<file path="config.mk">
export PLATFORM = sky130hd
export DESIGN_NAME = tree_ensemble_sequencer
export DESIGN_NICKNAME = d
export VERILOG_FILES = /design/src/rtl/tree_ensemble_sequencer.sv
export SDC_FILE = /design/constraint.sdc
export NUM_CORES = 1
export LEC_CHECK = 0
export ABC_AREA = 1
export CORE_ASPECT_RATIO = 0.5
export CORE_MARGIN = 10
export CORE_UTILIZATION = 55
export CTS_CLUSTER_DIAMETER = 200
export DETAILED_ROUTE_END_ITERATION = 8
export PLACE_DENSITY = 0.81
export SYNTH_ARGS = -nofsm -noshare
export SYNTH_HDL_FRONTEND = slang
export SYNTH_SLANG_ARGS = --single-unit
export TNS_END_PERCENT = 5
</file>
<file path="constraint.sdc">
create_clock -name clk -period 3.4 [get_ports clk]
set_clock_uncertainty 0.15 [all_clocks]
set_input_delay 0.68 -clock clk [delete_from_list [all_inputs] [get_ports clk]]
set_output_delay 0.68 -clock clk [all_outputs]
set_load 0.02 [all_outputs]
</file>
<file path="src/rtl/tree_ensemble_sequencer.sv">
`default_nettype none
// tree_ensemble_sequencer: runs the traversal engine once per tree, sums signed leaves, thresholds the score. Rev 1.0
// Optional feature macro ACC_SATURATE_EN: saturating accumulation instead of two's-complement wrap.
module tree_ensemble_sequencer #(
  parameter int N_TREES = 16,
  parameter int ACC_W   = 32,
  localparam int SEL_W  = (N_TREES > 1) ? $clog2(N_TREES) : 1,
  localparam int CFG_W  = $clog2(N_TREES) + 1
) (
  input  logic                    clk,
  input  logic                    rst_n,
  input  logic                    in_valid,
  output logic                    in_ready,
  input  logic [CFG_W-1:0]        n_trees_cfg,
  input  logic signed [ACC_W-1:0] threshold,
  output logic                    tree_start,
  output logic [SEL_W-1:0]        tree_sel,
  input  logic                    tree_done,
  input  logic signed [31:0]      tree_leaf,
  output logic                    out_valid,
  input  logic                    out_ready,
  output logic signed [ACC_W-1:0] out_sum,
  output logic                    out_class,
  output logic                    busy
);

  typedef enum logic [1:0] {S_IDLE, S_LAUNCH, S_WAIT, S_RESULT} state_t;

  localparam logic signed [ACC_W-1:0] C_ZERO    = '0;
  localparam logic signed [ACC_W-1:0] C_ACC_MAX = {1'b0, {(ACC_W-1){1'b1}}};
  localparam logic signed [ACC_W-1:0] C_ACC_MIN = {1'b1, {(ACC_W-1){1'b0}}};

  state_t                  r_state;
  logic [CFG_W-1:0]        r_n_trees;
  logic signed [ACC_W-1:0] r_threshold;
  logic signed [ACC_W-1:0] r_acc;
  logic                    r_in_ready;
  logic                    r_tree_start;
  logic [SEL_W-1:0]        r_tree_sel;
  logic                    r_out_valid;
  logic signed [ACC_W-1:0] r_out_sum;
  logic                    r_out_class;
  logic                    r_busy;

  logic [CFG_W-1:0]        w_n_clamp;
  logic                    w_last;
  logic signed [ACC_W-1:0] w_acc_next;

  assign w_n_clamp = (n_trees_cfg > CFG_W'(N_TREES)) ? CFG_W'(N_TREES) : n_trees_cfg;
  assign w_last    = (CFG_W'(r_tree_sel) == (r_n_trees - CFG_W'(1)));

`ifdef ACC_SATURATE_EN
  logic signed [ACC_W:0] w_sum;
  // One guard bit: overflow shows up as the top two bits disagreeing.
  assign w_sum = $signed({r_acc[ACC_W-1], r_acc}) + (ACC_W+1)'($signed(tree_leaf));

  always_comb begin
    w_acc_next = w_sum[ACC_W-1:0];
    if (w_sum[ACC_W] != w_sum[ACC_W-1]) begin
      w_acc_next = w_sum[ACC_W] ? C_ACC_MIN : C_ACC_MAX;
    end
  end
`else
  assign w_acc_next = r_acc + ACC_W'($signed(tree_leaf));
`endif

  always_ff @(posedge clk or negedge rst_n) begin
    if (!rst_n) begin
      r_state      <= S_IDLE;
      r_n_trees    <= '0;
      r_threshold  <= '0;
      r_acc        <= '0;
      r_in_ready   <= 1'b1;
      r_tree_start <= 1'b0;
      r_tree_sel   <= '0;
      r_out_valid  <= 1'b0;
      r_out_sum    <= '0;
      r_out_class  <= 1'b0;
      r_busy       <= 1'b0;
    end else begin
      r_tree_start <= 1'b0;
      case (r_state)
        S_IDLE: begin
          if (in_valid && r_in_ready) begin
            r_n_trees   <= w_n_clamp;
            r_threshold <= threshold;
            r_acc       <= '0;
            r_tree_sel  <= '0;
            r_in_ready  <= 1'b0;
            r_busy      <= 1'b1;
            if (w_n_clamp == '0) begin
              r_state     <= S_RESULT;
              r_out_valid <= 1'b1;
              r_out_sum   <= '0;
              r_out_class <= (C_ZERO >= threshold);
            end else begin
              r_state      <= S_LAUNCH;
              r_tree_start <= 1'b1;
            end
          end
        end
        S_LAUNCH: r_state <= S_WAIT;
        S_WAIT: begin
          if (tree_done) begin
            r_acc <= w_acc_next;
            if (w_last) begin
              r_state     <= S_RESULT;
              r_out_valid <= 1'b1;
              r_out_sum   <= w_acc_next;
              r_out_class <= (w_acc_next >= r_threshold);
            end else begin
              r_tree_sel   <= r_tree_sel + SEL_W'(1);
              r_state      <= S_LAUNCH;
              r_tree_start <= 1'b1;
            end
          end
        end
        S_RESULT: begin
          if (out_ready) begin
            r_out_valid <= 1'b0;
            r_state     <= S_IDLE;
            r_tree_sel  <= '0;
            r_in_ready  <= 1'b1;
            r_busy      <= 1'b0;
          end
        end
        default: r_state <= S_IDLE;
      endcase
    end
  end

  assign in_ready   = r_in_ready;
  assign tree_start = r_tree_start;
  assign tree_sel   = r_tree_sel;
  assign out_valid  = r_out_valid;
  assign out_sum    = r_out_sum;
  assign out_class  = r_out_class;
  assign busy       = r_busy;

endmodule
`default_nettype wire

</file>
==> Word level (Yosys, flattened, before mapping) <==
Cells that the tools add are included.
{ "totals": {"out_inout_bits": 41, "mem_bits_ro": 0, "memories": 0, "mem_bits_rw": 0, "latchBits": 0, "reg_bits": 112, "wordCells": 81} }
{ "classes": {"addsub": 3, "shift": 0, "n_reduce_logical": 13, "n_lt_le_gt_ge": 3, "div": 0, "eq_ne": 10, "mul": 0, "n_bitwise": 0, "mux": 41} }
{ "op_table": {"columns": ["cell", "count"], "rows": [
  ["$mux 32", 6],
  ["$pmux 32 s2", 2],
  ["$add 32x32->32", 1],
  ["$ge 1x32->1 const A", 1],
  ["$ge 32x32->1", 1],
  ["$mux 1", 16],
  ["$mux 4", 4],
  ["$ne 2x2->1 const B", 6],
  ["$pmux 4 s3", 1],
  ["$mux 2", 5],
  ["$reduce_and 5->1", 2],
  ["$reduce_and 3->1", 3],
  ["$pmux 1 s2", 4],
  ["$pmux 2 s4", 1],
  ["$reduce_and 6->1", 1],
  ["$eq 4x5->1", 1],
  ["$gt 5x5->1 const B", 1],
  ["$logic_not 5->1", 1],
  ["$mux 5", 1],
  ["$sub 5x1->5 const B", 1],
  ["$add 4x1->4 const B", 1],
  ["$eq 2x2->1 const B", 2],
  ["$reduce_bool 2->1", 2],
  ["$pmux 1 s3", 1],
  ["other kinds (5)", 5]
]} }

==> Depth between registers and ports, before layout <==
Gate-level depths: netlist of run 1.
{ "logic_depth": {"ltp_word": 6, "depth_mapped": 24} }

==> Worst setup path after synthesis of run 1 <==
No wires, ideal clock.
{ "synth_timing": {"path_kind": "input-to-reg", "start": "input port tree_leaf[0]", "end": "register r_out_class (netlist: out_class)", "setup_time_ns": 0.116, "setup_slack_ns": 0.031, "n_path_buf": 0, "cell_stages": 20, "t_arrival_ns": 3.102, "cell_sequence": "ha_1 > fa_1 > nand3_1 > nand2_1 > nand3_1 > nand2_1 > nand2_1 > nand2_1 > or2_2 > and2_1 > ha_1 > nand2_1 > nor3_1 > nand2_1 > nand2_1 > nand2_1 > nand3_1 > nand3_1 > nand2_1 > nand2_1"} }
{ "synth_between": {"elab_chain_cells": 5} }
{ "synth_rtl": {"columns": ["item", "line", "source"], "rows": [
  ["start: declaration", "19", "input logic signed [31:0] tree_leaf,"],
  ["$add 32x32->32", "64", "assign w_acc_next = r_acc + ACC_W'($signed(tree_leaf));"],
  ["$ge 32x32->1", "110", "r_out_class <= (w_acc_next >= r_threshold);"],
  ["$mux 1", "106", "if (w_last) begin"],
  ["$mux 1", "104", "if (tree_done) begin"],
  ["$pmux 1 s2", "82", "case (r_state)"],
  ["end signal: assignment", "95", "r_out_class <= (C_ZERO >= threshold);"],
  ["end signal: assignment", "110", null],
  ["end: declaration", "42", "logic r_out_class;"]
]} }
Every way passes these cells. The select of a mux whose other input is x is not followed.
A chain may end at the register's enable or synchronous reset.

==> Worst setup path after layout of run 1 <==
{ "layout_timing": {"start": "input port tree_leaf[25]", "end": "register r_out_class (netlist: out_class)"} }
Same word-level chain as after synthesis.

==> results.md, run 1 <==
* Crit Path Max Fanout at 4
* Ant diodes at 0
* Kind of critical path: primary input to register
* Synth Net Count at 1208
* Hold Vio Cnt, Final at 0
* Flop-to-flop setup slack at 0.16 ns
* Library cells used by synthesis at 43
* CTS tree: built
* Number of synthesized flops with an enable pin at 0
* Clk slew on worst S/H paths at 0.09 ns
* Clock root buffer: clkbuf_16
* Final Cycle Share at 99.27%
* LEAKAGE at 0.005662 uW
* Layout cells sized above 1 at 26.30%
* Status: completed
* Die width at 185.9 um
* Clk sinks at 112
* Top_reg_cell synth: dfrtp_1
* Post-synth top area share at 36.71%
* Max Cap Viol at 0
* Final min period at 3.375 ns
* Clock latency on the worst-skew pair at 0.37 ns
* Post-synth top area cell: dfrtp_1
* Full die area at 0.01913 mm2
* DR pass1 iterations at 5
* Maximum clock frequency at 0.2963 GHz
* Placer Congestion at 0.9822
* Cell Area, Synth at 0.007566 mm2
* Vias in the first global route at 8068
* Largest net degree at the start of global routing at 71
* Startpoint Class: primary input
* Count of yosys warnings during synthesis at 0
* Worst endpoint required time at 3.55 ns
* CTS buffer count at 9
* Fin Hold WS at 0.2815 ns
* DR iter-0 viols at 852
* DPL Wire Length at 19.72 mm
* Seq/Total Area, Yosys at 37.06%
* Area growth syn-to-layout at 48.26%
* Core Area at 0.01351 mm2
* Drt wl/cell at 19.19 um
* Placed insts at 1457
* Synth async-reset ratio at 100.0%
* Worst VDD drop at 0.5984 mV
* I/O pins at 115
* Total track usage at 27.14%
* Slew @ Worst Pin at 0.9110 ns
* Final setup fails at 0
* # H-tree levels at 3
* Clk buf depth at 2
* Detailed-route DRC error count at 0
* PortBufs at 114
* Initial Utilization at 55.99%
* Initial antenna violation count at 0
* Hold Path Class: primary input to asynchronous set/reset pin
* Worst Setup End Kind: register
* Row count at 30
* Pins Over Slew Limit at 0
* PwrDens at 942.0 mW/mm2
* Arr. time, crit path at 3.52 ns
* Via density at 5.666
* Hold buffers post-CTS at 0
* Rel. slew slack at 39.26%
* Fin util at 83.01%
* Synthesized area per cell at 7.084 um2
* First-pass GRT wire length at 40.65 mm
* Final nets at 1439
* Detailed-route via count at 8386
* WL final at 28.40 mm
* Gr ovfl total at 0
* Syn Inst Count at 1068
* Area contributors post-synth: dfrtp_1, nand2_1, ha_1, inv_1, o21ai_0
* Detail Route Antenna Nets at 0
* Final instance count without filler cells at 1480
* #FFs+latches synth at 112
* Die height at 102.9 um
==> routing by layer <==
layer / global-route usage, % / share of wire [%] / vias up
met5: 0 / 0 / -
met4: 7.385 / 2.0 / 0
met3: 7.562 / 11 / 61
met2: 42.56 / 46 / 432
met1: 36.18 / 41 / 4008
li1: - / - / 3885
==> sequential cells by signal (all words and copies together), names as in the netlist <==
signal	cells
r_acc	32
tree_sel	4
r_state	2
out_valid	1
r_threshold	32
busy	1
in_ready	1
tree_start	1
out_class	1
r_n_trees	5
out_sum	32
==> worst paths after layout <==
kind | startpoint | end | cells after the start
setup / recovery | tree_leaf[25] | out_class | 21
hold / removal | rst_n | busy | 1
setup reg to reg | r_acc[0] | out_class | 21
hold reg to reg | out_sum[28] | out_sum[28] | 2
max in group asynchronous | rst_n | out_sum[23] | 2
min in group clk | out_sum[28] | out_sum[28] | 2
==> where the power goes <==
group	leakage (uW)	internal (uW)	switching, uW
sequential	0.00146	1850	402
combinational	0.00406	3070	4130
clock	0.000146	529	586
total	0.00566	5450	5120
==> logic make-up (layout without fill, tap and decap cells) <==
logic type / count (synthesis) / count (layout) / synth area share (%)
XOR/XNOR: 20 / 20 / 2.414
AND/OR/NAND/NOR: 564 / 564 / 30.91
buffers and inverters: 160 / 396 / 8.616
adder cells (fa/ha/maj): 66 / 66 / 11.01
AO/OA/AOI/OAI: 146 / 146 / 9.988
flip-flops: 112 / 112 / 37.06
==> cells in the final DEF (no fill, tap or decap), types with 3 or more instances in the layout <==
master / synthesis / routed
o21a_1: 3 / 3
nor3_2: 0 / 5
nor2_4: 1 / 7
a21oi_1: 48 / 19
o21ai_0: 82 / 73
nor3_1: 12 / 6
nand4_1: 12 / 12
nand2_2: 3 / 58
o21ai_1: 6 / 14
nand3_1: 61 / 56
ha_4: 0 / 40
nor4_1: 9 / 8
nand3_2: 1 / 6
a21oi_2: 0 / 21
nor2_2: 1 / 18
dfrtp_1: 111 / 111
clkdlybuf4s50_1: 0 / 90
nand2_1: 381 / 320
xor2_1: 16 / 13
inv_1: 130 / 129
clkbuf_16: 0 / 9
ha_1: 65 / 25
a21oi_4: 0 / 8
xor2_2: 1 / 3
inv_2: 5 / 6
dlymetal6s2s_1: 0 / 20
nand2_4: 0 / 6
nor2_1: 73 / 50
buf_4: 2 / 130
==> critical path: stages <==
cell and delay (ns):
clkdlybuf4s50_1 0.51, ha_4 0.23, buf_4 0.15, nand2_1 0.10
nand2_1 0.08, o21ai_0 0.20, nand2_1 0.12, a21oi_2 0.16
nand2_1 0.08, nand2_1 0.07, nand2_2 0.10, ha_4 0.28
nand2_2 0.07, nor2_4 0.12, nand2_2 0.07, inv_1 0.08
and3_1 0.14, a31oi_1 0.07, nand3_1 0.09, nand2_1 0.05
nand2_1 0.05
==> layout make-up <==
cell class	count	area [um2]
clock buffer	9	225.2
multi-input combinational	796	5205
clock inverter	7	80.08
inverter	136	513.0
fill	842	2296
sequential	112	2804
tap	176	220.2
timing repair buffer	244	2170
==> metrics by stage <==
| stage | area, um2 | TNS [ns] | total power, uW | setup slack (ns) |
|---|---|---|---|---|
| finish | 11220 | 0 | 10570 | 0.02467 |
| CTS | 10350 | 0 | 9281 | 0.005127 |
| global placement | 9722 | -0.6242 | 7657 | -0.6242 |
| detailed placement | 9722 | -0.6576 | 7845 | -0.6576 |
| global route | 11220 | -0.07632 | 11250 | -0.07632 |
| floorplan | 7566 | 0 | 5378 | 0.03149 |
==> cell usage after synthesis, drive strengths merged (2+ instances only) <==
| cell type | n |
|---|---|
| buf | 19 |
| xnor2 | 3 |
| o21ai | 89 |
| inv | 136 |
| o21bai | 3 |
| dfrtp | 111 |
| ha | 65 |
| xor2 | 17 |
| nor2 | 75 |
| nor3b | 2 |
| nand2 | 384 |
| or2 | 3 |
| clkbuf | 5 |
| nand4 | 12 |
| nand3 | 63 |
| a21oi | 48 |
| nor3 | 13 |
| o21a | 3 |
| nor4 | 9 |
==> what timing repair did <==
| action | CTS | global route |
|---|---|---|
| pin swaps | 9 | 52 |
| buffers inserted | 2 | 5 |
| gates resized for setup | 63 | 175 |
| endpoints found under the setup margin | 1 | 1 |
Note: power is estimated with default switching activity, not from simulation.
==> inputs of run 2 (changes only) <==
--- a/config.mk
+++ b/config.mk
@@ -6,7 +6,6 @@
 export NUM_CORES = 1
 export LEC_CHECK = 0
 export ABC_AREA = 1
-export CORE_ASPECT_RATIO = 0.5
 export CORE_MARGIN = 10
 export CORE_UTILIZATION = 55
 export CTS_CLUSTER_DIAMETER = 200
==> results.md, run 2 (synthesis gave the netlist of run 1 again) <==
* Final nets at 1431
* Core Area at 0.01335 mm2
* Worst Setup End Kind: register
* Die width at 137.3 um
* Slew @ Worst Pin at 0.7204 ns
* Drt wl/cell at 17.27 um
* Largest net degree at the start of global routing at 68
* CP max stage delay at 0.45 ns
* Reg2reg start: r_acc[11]
* CTS tree: built
* PortBufs at 114
* Final setup fails at 0
* Routed wl met2 at 12.05 mm
* Maximum clock frequency at 0.3046 GHz
* CP top delay family: simple AND/OR/NAND/NOR gates
* Met1 Wirelength at 10.45 mm
* Placed Area at 0.009647 mm2
* LEAKAGE at 0.005664 uW
* Layout cells sized above 1 at 22.38%
* PwrDens at 901.5 mW/mm2
* CP max-delay cell: clkdlybuf4s50_1
* DR iter-0 viols at 805
* Arr. time, crit path at 3.41 ns
* Startpoint Class: primary input
* DPL Wire Length at 17.73 mm
* Worst VDD drop at 0.5784 mV
* WL final at 25.42 mm
* Commonest non-fill, non-tap cell in the layout: nand2_1
* Detail Route Antenna Nets at 0
* Setup TNS at 0 ns
* DR pass1 iterations at 7
* Placer Congestion at 0.9484
* Pins Over Slew Limit at 0
* Ant diodes at 0
* FF+latch area at 0.002804 mm2
* Fillers at 845
* Design Power at 9818 uW
* Full die area at 0.01885 mm2
* Initial antenna violation count at 0
* Clock latency on the worst-skew pair at 0.37 ns
* Placed insts at 1447
* Via density at 5.499
* Gr ovfl total at 0
* Met3 wire len at 2.193 mm
* Hold Path Class: primary input to asynchronous set/reset pin
* Total track usage at 24.61%
* Initial Utilization at 56.68%
* WP buf/inv at 3
* Worst endpoint required time at 3.52 ns
* Clk buf depth at 2
* Detailed-route DRC error count at 0
* Final min period at 3.283 ns
* Crit Path Max Fanout at 4
* Crit-path cells: clkdlybuf4s50_1, ha_4, nand2_2, buf_4, nor2_1, nand2_1, nor2_1, nand2_2, nand2_1, nand2_1, nand2_2, ha_4, nand2_1, nor2_2, nand2_1, inv_1, and3_1, a31oi_1, nand3_1, nand2_1, nand2_1
* Fin util at 81.59%
* Kind of critical path: primary input to register
* Commonest non-fill, non-tap cells in the layout: nand2_1, inv_1, buf_4, dfrtp_1, clkdlybuf4s50_1
* Hold Vio Cnt, Final at 0
* Final Cycle Share at 96.57%
* Vias in the first global route at 7556
* Critical path depth in cells at 21
* I/O pins at 115
* Hold buffers post-CTS at 0
* CTS buffer count at 9
* Finished Cell Area at 0.01089 mm2
* Die height at 137.3 um
* Rel. slew slack at 51.97%
* Worst r2r path cells at 22
* Multi-input logic area at 0.004898 mm2
* # H-tree levels at 3
* Most frequent CP cell: nand2_1
* First element of the critical path: tree_leaf[28]
* Status: completed
* Max layer used: met4
* Max Cap Viol at 0
* First-pass GRT wire length at 36.89 mm
* Final instance count without filler cells at 1472
* Area growth syn-to-layout at 43.94%
* Row count at 42
* Clk sinks at 112
* Clock root buffer: clkbuf_16
* Clk slew on worst S/H paths at 0.09 ns
* Detailed-route via count at 8095
==> run 2: changes by cell type in the layout (fill, tap and decap cells not counted), sizes merged <==
cell,delta
clkdlybuf4s50,-6
inv,-1
bufinv,+1
dlygate4sd2,-2
dlymetal6s2s,+9
buf,-8
clkinvlp,-1
==> run 2: path summary, 6_finish.rpt <==
kind,endpoint,slack [ns]
worst max-delay path,out_class,0.12
worst min-delay path,out_sum[4],0.20
worst max register to register,out_class,0.16
worst min register to register,out_sum[29],0.33
max in group asynchronous,out_sum[26],2.16
min in group clk,out_sum[29],0.33
==> run 2: per-stage QoR <==
step	setup WS, ns	hold WS, ns
CTS	0.002020	0.2278
detailed placement	-0.5203	0.3149
global route	-0.1162	0.2582
finish	0.1166	0.2040
global placement	-0.4419	0.3129
floorplan	0.03149	0.2344
==> run 2: report_power, final <==
group / internal, uW / switching (uW)
Clock: 605 / 553
Sequential: 1850 / 368
Combinational: 2730 / 3710
Total: 5190 / 4630
==> run 2: what timing repair did <==
item,4_1_cts,5_1_grt
resized for setup,20,162
endpoints found under the setup margin,1,1
setup buffers,0,9
pin swaps,4,50
==> run 2: final cells by class <==
cell class | count | area share [%]
inverter | 136 | 4.710
sequential | 112 | 25.75
tap | 176 | 2.022
multi-input combinational | 796 | 44.98
timing repair buffer | 236 | 19.65
clock inverter | 6 | 0.7008
clock buffer | 10 | 2.194
==> run 2: worst reg2reg max path: stages, from the launching register on <==
cell and delay (ns):
dfrtp_1 0.44, ha_4 0.31, buf_4 0.11, nand2_1 0.10
nor2_4 0.13, inv_1 0.07, nor3_1 0.21, nand2_1 0.09
nand2_1 0.09, buf_4 0.12, nand2_1 0.06, nand3_1 0.07
nand2_1 0.08, ha_1 0.30, nand2_2 0.08, nor2_2 0.05
nand2_1 0.10, inv_1 0.07, and3_1 0.14, a31oi_1 0.16
nand3_1 0.09, nand2_1 0.06, nand2_1 0.05
==> run 2: metal layers <==
metal / vias to the layer above / track usage, %
li1: 3868 / -
met1: 3787 / 31.29
met2: 360 / 39.97
met3: 80 / 6.555
met4: 0 / 7.787
met5: - / 0
